### src/rtl/htpa_overlay_if.sv
// rtl/htpa_overlay_if.sv - pixel/table/result bundle for the overlay pipe
//
// Groups the frame strobe, the pixel coordinates, the target table and the
// overlay results. Modport slave is the pipe side and master is the driver side.
//   frame_start, pix_valid, X, Y   : frame strobe and pixel under test
//   busy, IN, firein               : target table (26 bits per slot)
//   out_valid, draw, box_draw,
//   fire_draw, fire, hit_id        : overlay results, 2 cycles after the pixel
interface htpa_overlay_if #(
  parameter int NT = 20,
  parameter int XW = 7,
  parameter int YW = 6
);
  localparam int IW = (NT > 1) ? $clog2(NT) : 1;

  logic             frame_start;
  logic             pix_valid;
  logic [XW-1:0]    X;
  logic [YW-1:0]    Y;
  logic [NT-1:0]    busy;
  logic [NT*26-1:0] IN;
  logic [NT-1:0]    firein;
  logic             out_valid;
  logic             draw;
  logic             box_draw;
  logic             fire_draw;
  logic             fire;
  logic [IW-1:0]    hit_id;

  modport master (
    output frame_start, pix_valid, X, Y, busy, IN, firein,
    input  out_valid, draw, box_draw, fire_draw, fire, hit_id
  );

  modport slave (
    input  frame_start, pix_valid, X, Y, busy, IN, firein,
    output out_valid, draw, box_draw, fire_draw, fire, hit_id
  );
endinterface

### src/rtl/htpa_overlay_pipe.sv
// rtl/htpa_overlay_pipe.sv - two-stage target box overlay test for a pixel stream
//
// Tests each pixel against a per-frame shadow copy of the target table and
// reports whether it lies inside a box, on a box border, or inside a blinking
// fire box, plus the lowest-index slot that contains it.
//   clk   : sole clock
//   reset : asynchronous, active-high reset
//   bus   : htpa_overlay_if slave (pixel in, table in, results out)
module htpa_overlay_pipe #(
  parameter int NT           = 20,
  parameter int XW           = 7,
  parameter int YW           = 6,
  parameter int OFFS         = 2,
  parameter int BORDER       = 1,
  parameter int BLINK_FRAMES = 8
) (
  input logic             clk,
  input logic             reset,
  htpa_overlay_if.slave   bus
);
  localparam int SW        = 26;
  localparam int IW        = (NT > 1) ? $clog2(NT) : 1;
  localparam int XS        = XW + 3;
  localparam int YS        = YW + 3;
  localparam int CW        = (BLINK_FRAMES > 1) ? $clog2(BLINK_FRAMES) : 1;
  localparam int CNT_MAX_I = (BLINK_FRAMES > 1) ? BLINK_FRAMES - 1 : 0;
  localparam logic [CW-1:0] CNT_MAX  = CNT_MAX_I[CW-1:0];
  localparam logic [XS-1:0] X_OFFS   = XS'(OFFS);
  localparam logic [YS-1:0] Y_OFFS   = YS'(OFFS);
  localparam logic [XS-1:0] X_BORDER = XS'(BORDER);
  localparam logic [YS-1:0] Y_BORDER = YS'(BORDER);

  // Shadow table and blink state
  logic [NT-1:0]    r_sbusy;
  logic [NT-1:0]    r_sfire;
  logic [NT*SW-1:0] r_sin;
  logic [CW-1:0]    r_cnt;
  logic             r_blink_on;
  logic             r_in_frame;
  logic             r_fire;

  always_ff @(posedge clk or posedge reset) begin
    if (reset) begin
      r_sbusy    <= '0;
      r_sfire    <= '0;
      r_sin      <= '0;
      r_cnt      <= '0;
      r_blink_on <= 1'b1;
      r_in_frame <= 1'b0;
      r_fire     <= 1'b0;
    end else if (bus.frame_start) begin
      r_sbusy    <= bus.busy;
      r_sfire    <= bus.firein;
      r_sin      <= bus.IN;
      r_fire     <= |bus.firein;
      r_in_frame <= 1'b1;
      // The stretch before the first frame_start is not a frame, so the
      // first strobe opens frame 1 without advancing the blink counter.
      if (BLINK_FRAMES > 0 && r_in_frame) begin
        if (r_cnt == CNT_MAX) begin
          r_cnt      <= '0;
          r_blink_on <= ~r_blink_on;
        end else begin
          r_cnt <= r_cnt + 1'b1;
        end
      end
    end
  end

  // Per-slot tests; sums are widened so nothing wraps at the screen edge
  logic [XS-1:0] w_x, w_xp;
  logic [YS-1:0] w_y, w_yp;
  logic [NT-1:0] w_contain, w_border, w_fcontain;

  assign w_x  = XS'(bus.X);
  assign w_xp = w_x + X_OFFS;
  assign w_y  = YS'(bus.Y);
  assign w_yp = w_y + Y_OFFS;

  for (genvar k = 0; k < NT; k++) begin : g_slot
    logic [XS-1:0] w_xo, w_xn;
    logic [YS-1:0] w_yo, w_yn;
    logic          w_in;

    assign w_xo = XS'(r_sin[SW*k+19 +: XW]);
    assign w_yo = YS'(r_sin[SW*k+13 +: YW]);
    assign w_xn = XS'(r_sin[SW*k+6  +: XW]);
    assign w_yn = YS'(r_sin[SW*k    +: YW]);

    assign w_in = r_sbusy[k] && (w_xp >= w_xo) && (w_x <= w_xn)
                             && (w_yp >= w_yo) && (w_y <= w_yn);

    assign w_contain[k]  = w_in;
    assign w_border[k]   = w_in && ((w_xp < w_xo + X_BORDER) || (w_x + X_BORDER > w_xn) ||
                                    (w_yp < w_yo + Y_BORDER) || (w_y + Y_BORDER > w_yn));
    assign w_fcontain[k] = w_in && r_sfire[k] && r_blink_on;
  end

  // Stage 1: per-slot vectors, zeroed for idle cycles so stage 2 outputs 0
  logic          r_s1_valid;
  logic [NT-1:0] r_s1_contain, r_s1_border, r_s1_fcontain;

  always_ff @(posedge clk or posedge reset) begin
    if (reset) begin
      r_s1_valid    <= 1'b0;
      r_s1_contain  <= '0;
      r_s1_border   <= '0;
      r_s1_fcontain <= '0;
    end else begin
      r_s1_valid    <= bus.pix_valid;
      r_s1_contain  <= bus.pix_valid ? w_contain  : '0;
      r_s1_border   <= bus.pix_valid ? w_border   : '0;
      r_s1_fcontain <= bus.pix_valid ? w_fcontain : '0;
    end
  end

  // Lowest set index wins; stays 0 when nothing is contained
  logic [IW-1:0] w_hit;

  always_comb begin
    w_hit = '0;
    for (int k = NT - 1; k >= 0; k--) begin
      if (r_s1_contain[k]) w_hit = IW'(k);
    end
  end

  // Stage 2: reductions and priority encode
  logic          r_out_valid, r_draw, r_box_draw, r_fire_draw;
  logic [IW-1:0] r_hit_id;

  always_ff @(posedge clk or posedge reset) begin
    if (reset) begin
      r_out_valid <= 1'b0;
      r_draw      <= 1'b0;
      r_box_draw  <= 1'b0;
      r_fire_draw <= 1'b0;
      r_hit_id    <= '0;
    end else begin
      r_out_valid <= r_s1_valid;
      r_draw      <= |r_s1_border;
      r_box_draw  <= |r_s1_contain;
      r_fire_draw <= |r_s1_fcontain;
      r_hit_id    <= w_hit;
    end
  end

  assign bus.out_valid = r_out_valid;
  assign bus.draw      = r_draw;
  assign bus.box_draw  = r_box_draw;
  assign bus.fire_draw = r_fire_draw;
  assign bus.fire      = r_fire;
  assign bus.hit_id    = r_hit_id;
endmodule

### src/flat_wrapper.sv
// flat-port wrapper written by rule: the top's interface ports become plain ports
module htpa_overlay_pipe_flat 
#(
  parameter int NT           = 20,
  parameter int XW           = 7,
  parameter int YW           = 6,
  parameter int OFFS         = 2,
  parameter int BORDER       = 1,
  parameter int BLINK_FRAMES = 8
)
  (clk, reset, bus_frame_start, bus_pix_valid, bus_X, bus_Y, bus_busy, bus_IN, bus_firein, bus_out_valid, bus_draw, bus_box_draw, bus_fire_draw, bus_fire, bus_hit_id);
  htpa_overlay_if #(.NT(NT), .XW(XW), .YW(YW)) bus_i ();
  input logic clk;
  input logic reset;
  input wire logic [$bits(bus_i.frame_start)-1:0] bus_frame_start;
  input wire logic [$bits(bus_i.pix_valid)-1:0] bus_pix_valid;
  input wire logic [$bits(bus_i.X)-1:0] bus_X;
  input wire logic [$bits(bus_i.Y)-1:0] bus_Y;
  input wire logic [$bits(bus_i.busy)-1:0] bus_busy;
  input wire logic [$bits(bus_i.IN)-1:0] bus_IN;
  input wire logic [$bits(bus_i.firein)-1:0] bus_firein;
  output wire logic [$bits(bus_i.out_valid)-1:0] bus_out_valid;
  output wire logic [$bits(bus_i.draw)-1:0] bus_draw;
  output wire logic [$bits(bus_i.box_draw)-1:0] bus_box_draw;
  output wire logic [$bits(bus_i.fire_draw)-1:0] bus_fire_draw;
  output wire logic [$bits(bus_i.fire)-1:0] bus_fire;
  output wire logic [$bits(bus_i.hit_id)-1:0] bus_hit_id;
  assign bus_i.frame_start = bus_frame_start;
  assign bus_i.pix_valid = bus_pix_valid;
  assign bus_i.X = bus_X;
  assign bus_i.Y = bus_Y;
  assign bus_i.busy = bus_busy;
  assign bus_i.IN = bus_IN;
  assign bus_i.firein = bus_firein;
  assign bus_out_valid = bus_i.out_valid;
  assign bus_draw = bus_i.draw;
  assign bus_box_draw = bus_i.box_draw;
  assign bus_fire_draw = bus_i.fire_draw;
  assign bus_fire = bus_i.fire;
  assign bus_hit_id = bus_i.hit_id;
  htpa_overlay_pipe #(.NT(NT), .XW(XW), .YW(YW), .OFFS(OFFS), .BORDER(BORDER), .BLINK_FRAMES(BLINK_FRAMES)) u_core (.clk(clk), .reset(reset), .bus(bus_i));
endmodule
### config.mk
export PLATFORM = sky130hd
export DESIGN_NAME = htpa_overlay_pipe_flat
export DESIGN_NICKNAME = d
export VERILOG_FILES = /design/src/rtl/htpa_overlay_if.sv /design/src/rtl/htpa_overlay_pipe.sv /design/src/flat_wrapper.sv
export SDC_FILE = /design/constraint.sdc
export NUM_CORES = 2
export LEC_CHECK = 0
export ABC_AREA = 1
export CORE_AREA = 10 10 416 297
export CTS_BUF_LIST = sky130_fd_sc_hd__clkbuf_2 sky130_fd_sc_hd__clkbuf_4 sky130_fd_sc_hd__clkbuf_8
export CTS_CLUSTER_DIAMETER = 120
export DETAILED_ROUTE_END_ITERATION = 7
export DIE_AREA = 0 0 426 307
export GPL_ROUTABILITY_DRIVEN = 0
export GPL_TIMING_DRIVEN = 0
export SETUP_SLACK_MARGIN = 0.2
export SLEW_MARGIN = 25
export SYNTH_ARGS = -nofsm -noshare
export SYNTH_HDL_FRONTEND = slang
export SYNTH_SLANG_ARGS = --single-unit
### constraint.sdc
create_clock -name clk -period 37.3 [get_ports clk]
set_clock_uncertainty 0.15 [all_clocks]
set_input_delay 7.46 -clock clk [delete_from_list [all_inputs] [get_ports clk]]
set_output_delay 7.46 -clock clk [all_outputs]
set_load 0.005 [all_outputs]
== Word-level counts from Yosys, hierarchy flattened ==
Index checks and enable logic that the tools add are counted.
Operators by class
  shift operators: 0
  multiply operators: 0
  mux-type cells: 24
  eq/ne operators: 1
  bitwise logic cells: 1
  order comparisons: 160
  add/subtract/negate cells: 45
  reductions and logical operators: 206
  divide/modulo/power cells: 0
Operator list (count)
  $ge 10x7->1: 20
  $gt 10x7->1: 20
  $lt 10x10->1: 20
  $ge 9x6->1: 20
  $gt 9x6->1: 20
  $lt 9x9->1: 20
  $add 7x1->8 const B: 21
  $add 6x1->7 const B: 21
  $le 7x7->1: 20
  $logic_and 1x1->1: 140
  $le 6x6->1: 20
  $mux 5: 20
  $reduce_or 20->1: 4
  $logic_or 1x1->1: 60
  $mux 20: 3
  $add 7x2->8 const B: 1
  $add 6x2->7 const B: 1
  $add 3x1->3 const B: 1
  $eq 3x3->1 const B: 1
  $mux 3: 1
  $reduce_and 3->1: 1
  $reduce_and 2->1: 1
  $not 1->1: 1
Word-level totals
  bits of input ports: 577
  latch bits: 0
  memories: 0
  RAM bits: 0
  ROM bits: 0
  flip-flop bits (word level): 636
  output and inout bits: 10

== Longest topological paths before layout ==
  depth after elaboration: 20
  depth in mapped cells: 19

== Least setup slack after synthesis ==
Ideal clock, no wire load.
  path kind: input -> register
  start: input port bus_Y[1]
  end: register u_core.r_s1_border[19]
  stages on the path: 15
  path buffers: 0
  slack: 25991 ps
  arrival: 11040 ps
  cells stage by stage: ha_1 nand2_1 nor2_1 xor2_1 o21ai_0 inv_1 ha_1 inv_1 nor2_1 nor2_1 o21ai_0 o31ai_1 o21a_1 o2111ai_1 and2_1
On the way
  cells in the longest elaborated chain, start to end: 6
Ends and longest elaborated chain
  from (decl): RTL line flat_wrapper.sv:18  | input wire logic [$bits(bus_i.Y)-1:0] bus_Y;
  $add 6x2->7: RTL line htpa_overlay_pipe.sv:78  | assign w_yp = w_y + Y_OFFS;
  $ge 9x6->1 or $lt 9x9->1 (tied branches): RTL line htpa_overlay_pipe.sv:91, htpa_overlay_pipe.sv:95
  $logic_and 1x1->1 or $logic_or 1x1->1 (tied branches): RTL line htpa_overlay_pipe.sv:91, htpa_overlay_pipe.sv:94
  $logic_and 1x1->1 or $logic_or 1x1->1 (tied branches): RTL line htpa_overlay_pipe.sv:91, htpa_overlay_pipe.sv:95
  $logic_and 1x1->1 (*): RTL line htpa_overlay_pipe.sv:94  | assign w_border[k] = w_in && ((w_xp < w_xo + X_BORDER) || (w_x + X_BORDER > w_xn) ||
  $mux 20 (*): RTL line htpa_overlay_pipe.sv:112  | r_s1_border <= bus.pix_valid ? w_border : '0;
  to (signal assigned): RTL line htpa_overlay_pipe.sv:112
  to (decl): RTL line htpa_overlay_pipe.sv:101  | logic [NT-1:0] r_s1_contain, r_s1_border, r_s1_fcontain;
Mark *: on every way between the ends. The rest lies on a longest branch, timed or not.
A chain may end at the register's enable or synchronous reset.

== Worst setup path after layout ==
  start: input port bus_Y[1]
  end: register u_core.r_s1_border[2]
Same word-level chain as after synthesis.

==> summary by stage <==
Power
In this run switching power makes up 36.12% of total power. In this run the power density over the cells is 36.63 mW/mm^2. The leakage power summed over all cells is 0.03090 uW. The share of total power dissipated in combinational logic is 32.7%.

Internal power comes to 1458 uW. In this run the power spent charging and discharging nets is 824.3 uW. The clock network fraction of total power is 32.9%. Registers are responsible for 34.5% of the overall power. IR analysis of the VDD net gives a maximum drop of 37.40 uV.

Global route
The total overflow left after global routing is 0. Global routing used 29.65% of the available tracks. The via count of the first global-routing pass is 45660. The number of antenna violations at the first check in global routing was 17.

Entering global routing, the biggest net connects 96 pins. The wire length of the first global-routing pass is 292.2 mm.

Synth
In the synthesized netlist, the number of instances is 6085. Counting instances in the post-synthesis netlist gives the leading cell types as 1126 x sky130_fd_sc_hd__ha_1, 1106 x sky130_fd_sc_hd__nand2_1, 815 x sky130_fd_sc_hd__inv_1. Synthesis produced a netlist with a net count of 7788.

By area the synthesized netlist is led by sky130_fd_sc_hd__dfrtp_1 32%, sky130_fd_sc_hd__ha_1 28%, sky130_fd_sc_hd__nand2_1 8.2%, sky130_fd_sc_hd__o21ai_0 7.1%, sky130_fd_sc_hd__inv_1 6.1%. Of all flip-flops after synthesis, the portion carrying an async set or reset was 100.0%. The top cell type by area accounts for 31.55% of the synthesized area.

Summing every instance area after synthesis gives 0.05036 mm^2. The most used flip-flop cell after synthesis is sky130_fd_sc_hd__dfrtp_1. During synthesis, Yosys emitted a total of 0 warnings.

The most area-hungry cell type in the Yosys netlist is sky130_fd_sc_hd__dfrtp_1. The most frequently used cell type in the post-synthesis netlist is sky130_fd_sc_hd__ha_1. For this run, the register share of the synthesized area comes to 31.60%. Yosys mapped a number of flops with a built-in enable equal to 0. The synthesized design contains 636 register bits.

The distinct cell type count of the synthesized netlist is 51. The post-synthesis average cell area is 8.277 um^2.

Finish
The number of filler instances in the final layout is 10930. The area added between synthesis and finish is 23.72%. The cell area after layout is 0.06231 mm^2.

The net count of the finished layout is 8544. The fraction of layout cells with a size suffix above 1 is 5.105%.

Hold path
The cell depth of the worst hold path is 0. The worst min-delay path category is reg -> reg.

Setup path
The kind of start point of the critical path is an input pin. The startpoint of the worst setup timing path is bus_Y[1]. STA puts the critical path data required time at 37860 ps. The worst setup path is of the in -> reg kind.

The most critical setup path has its endpoint at u_core.r_s1_border[2]. The endpoint kind of the worst setup timing path is a flop. The worst register-to-register path begins at u_core.r_sin[377]. The worst reg2reg path endpoint is u_core.r_s1_border[14]. The depth of the worst register-to-register path is 9. The maximum fanout encountered on the critical timing path is 24. The setup check on the worst reg-to-reg path leaves a slack of 34170 ps. Data on the critical path arrives at its endpoint at 12010 ps.

STA
The minimum clock period after layout is 11460 ps. The highest achievable clock rate is 87.29 MHz. The tightest slew margin relative to the limit is 30.36%. The final setup violation count is 0. The worst path uses 30.71% of the clock period. The slew of the pin with the lowest slew margin is 1045 ps. The hold violation count in the final report is 0. The number of max-slew violations in the final report is 0. Setup repair after global routing left no endpoint under its margin. The sum of negative setup slack is 0 ps.

Detailed routing
The remaining design rule violation count is 0. In the final routed layout, each cell accounts on average for 23.40 um. Dividing the detail-routed via count by the number of cells gives 5.442. Across all layers, the routed design uses 46230 vias. The detailed-route wire length is 198.8 mm. The number of iterations in the first detailed-routing pass is 6.

The remaining antenna violation count after routing is 0. The initial detailed-routing violation count is 4034.

Floorplan
For this configuration, the core starts out at a cell density of 43.46%. The core footprint is 0.1159 mm^2. The die height is 307 um.

After floorplanning, the core was divided into 105 placement rows. The die extent in x is 426 um. The boundary pin count is 587.

The die covers 0.1308 mm^2.

Status
The run finished with clean final reports.

Placed design
Summing all placed instances gives a cell area of 0.05977 mm^2. Buffers placed on the I/O ports in this run total 585. Detailed placement finished with a half-perimeter wire length of 150.9 mm.

Clocking
Clock latency on the worst-skew pair, taken at its later pin, is 870 ps. The clock tree from TritonCTS is yes. CTS placed an instance of sky130_fd_sc_hd__clkbuf_8 at the clock tree root. The clock-pin transition on the worst setup and hold timing paths is 70 ps. The number of hold buffers added after CTS is 0. The total number of clock tree sinks is 636. The total of cells resized after clock tree synthesis is 0.

The H-tree generated during clock tree synthesis spans 3 levels. TritonCTS created 114 clock buffers. The clock passes through at most 3 buffers. The buffer count from post-CTS setup fixing is 0.

Job
The tool flagged a number of max-cap violations equal to 0.
==> worst min path at each step <==
stage                                  from              endpoint  slack [ps]
final                     u_core.r_s1_valid  u_core.bus.out_valid         210
after global routing      u_core.r_s1_valid  u_core.bus.out_valid         210
after CTS                 u_core.r_s1_valid  u_core.bus.out_valid         210
after detailed placement  u_core.r_s1_valid  u_core.bus.out_valid         190
after global placement    u_core.r_s1_valid  u_core.bus.out_valid         180
after floorplan           u_core.r_s1_valid  u_core.bus.out_valid         180
==> metrics by stage <==
step           hold WS, ps  instances  util [%]  worst slack [ps]  total power (uW)
4_1_cts              208.4       8485     53.75             26050              2284
6_report             205.3       8495     53.77             25840              2282
3_3_place_gp         182.7       8221     50.19              2492              1479
5_1_grt              205.9       8492     53.77             25880              2424
3_5_place_dp         193.5       8276     51.58             25160              1532
2_1_floorplan        181.2       6085         -             11880              1227
==> layer usage <==
metal  global-route usage (%)  routed length, um  part of all wire, %  vias to the layer above
met2                    47.17              89080                   45                     1637
li1                         -                  -                    -                    22190
met1                    39.87              86810                   44                    22000
met5                        0                 40                0.020                        -
met4                    10.91               8098                  4.1                        8
met3                    5.611              14760                  7.4                      393
==> cell families after synthesis <==
| kind of cell | Yosys count | share of synthesized area [%] |
|---|---|---|
| AOI/OAI and AO/OA | 1326 | 14.50 |
| and+or+nand+nor | 1850 | 15.36 |
| xor gates and xnor gates | 193 | 3.356 |
| buffers and inverters | 954 | 7.202 |
| DFF | 636 | 31.60 |
| adders and majority gates | 1126 | 27.97 |
==> cell type report <==
type | count | area, um^2 | area share (%)
clock inverter | 29 | 256.5 | 0.4117
tap | 1551 | 1941 | 3.115
inverter | 822 | 3118 | 5.004
clock buffer | 180 | 2258 | 3.625
multi-input combinational | 4495 | 31020 | 49.79
antenna | 10 | 25.02 | 0.04016
timing repair buffer | 640 | 7214 | 11.58
sequential | 636 | 15920 | 25.55
buffer | 132 | 553.0 | 0.8876
==> worst max-delay path, cell delays in order <==
cell and delay [ps]:
sky130_fd_sc_hd__buf_4 550, sky130_fd_sc_hd__ha_4 270, sky130_fd_sc_hd__nand2_1 60, sky130_fd_sc_hd__nor2_1 290
sky130_fd_sc_hd__xor2_4 680, sky130_fd_sc_hd__buf_16 230, sky130_fd_sc_hd__o21ai_0 100, sky130_fd_sc_hd__inv_2 450
sky130_fd_sc_hd__buf_16 240, sky130_fd_sc_hd__ha_1 170, sky130_fd_sc_hd__nand2_1 50, sky130_fd_sc_hd__o32ai_1 740
sky130_fd_sc_hd__nand4_1 270, sky130_fd_sc_hd__a21oi_1 290, sky130_fd_sc_hd__nor2_1 70
==> flip-flops by register name (all words and copies together), names as in the netlist, 3 cells and up <==
register / count
u_core.r_cnt: 3
u_core.r_sfire: 20
u_core.bus.hit_id: 5
u_core.r_sbusy: 20
u_core.r_sin: 520
u_core.r_s1_fcontain: 20
u_core.r_s1_border: 20
u_core.r_s1_contain: 20
==> power by group through the flow <==
stage | Combinational (uW) | Sequential (uW) | Clock, uW
final | 746 | 787 | 750
after global routing | 843 | 793 | 788
after global placement | 680 | 799 | 0
after detailed placement | 735 | 797 | 0
after floorplan | 437 | 790 | 0
after CTS | 740 | 786 | 758
==> cells in the final DEF (no fill, tap or decap), types with 25 or more instances in the layout <==
cell type and count:
sky130_fd_sc_hd__ha_1 1122, sky130_fd_sc_hd__nor4_1 25, sky130_fd_sc_hd__a21oi_1 376, sky130_fd_sc_hd__a211oi_1 34, sky130_fd_sc_hd__nor2_1 297, sky130_fd_sc_hd__clkbuf_8 145, sky130_fd_sc_hd__nor3_1 104, sky130_fd_sc_hd__a21boi_0 26
sky130_fd_sc_hd__buf_16 41, sky130_fd_sc_hd__clkdlybuf4s50_1 572, sky130_fd_sc_hd__nand4_1 81, sky130_fd_sc_hd__nand2_1 1106, sky130_fd_sc_hd__o211ai_1 25, sky130_fd_sc_hd__xnor2_1 40, sky130_fd_sc_hd__clkbuf_1 100, sky130_fd_sc_hd__clkbuf_4 35
sky130_fd_sc_hd__o21ai_0 714, sky130_fd_sc_hd__o21a_1 35, sky130_fd_sc_hd__dfrtp_1 635, sky130_fd_sc_hd__xor2_1 145, sky130_fd_sc_hd__nand3_1 200, sky130_fd_sc_hd__inv_1 804
(Power assumes the default switching activity.)
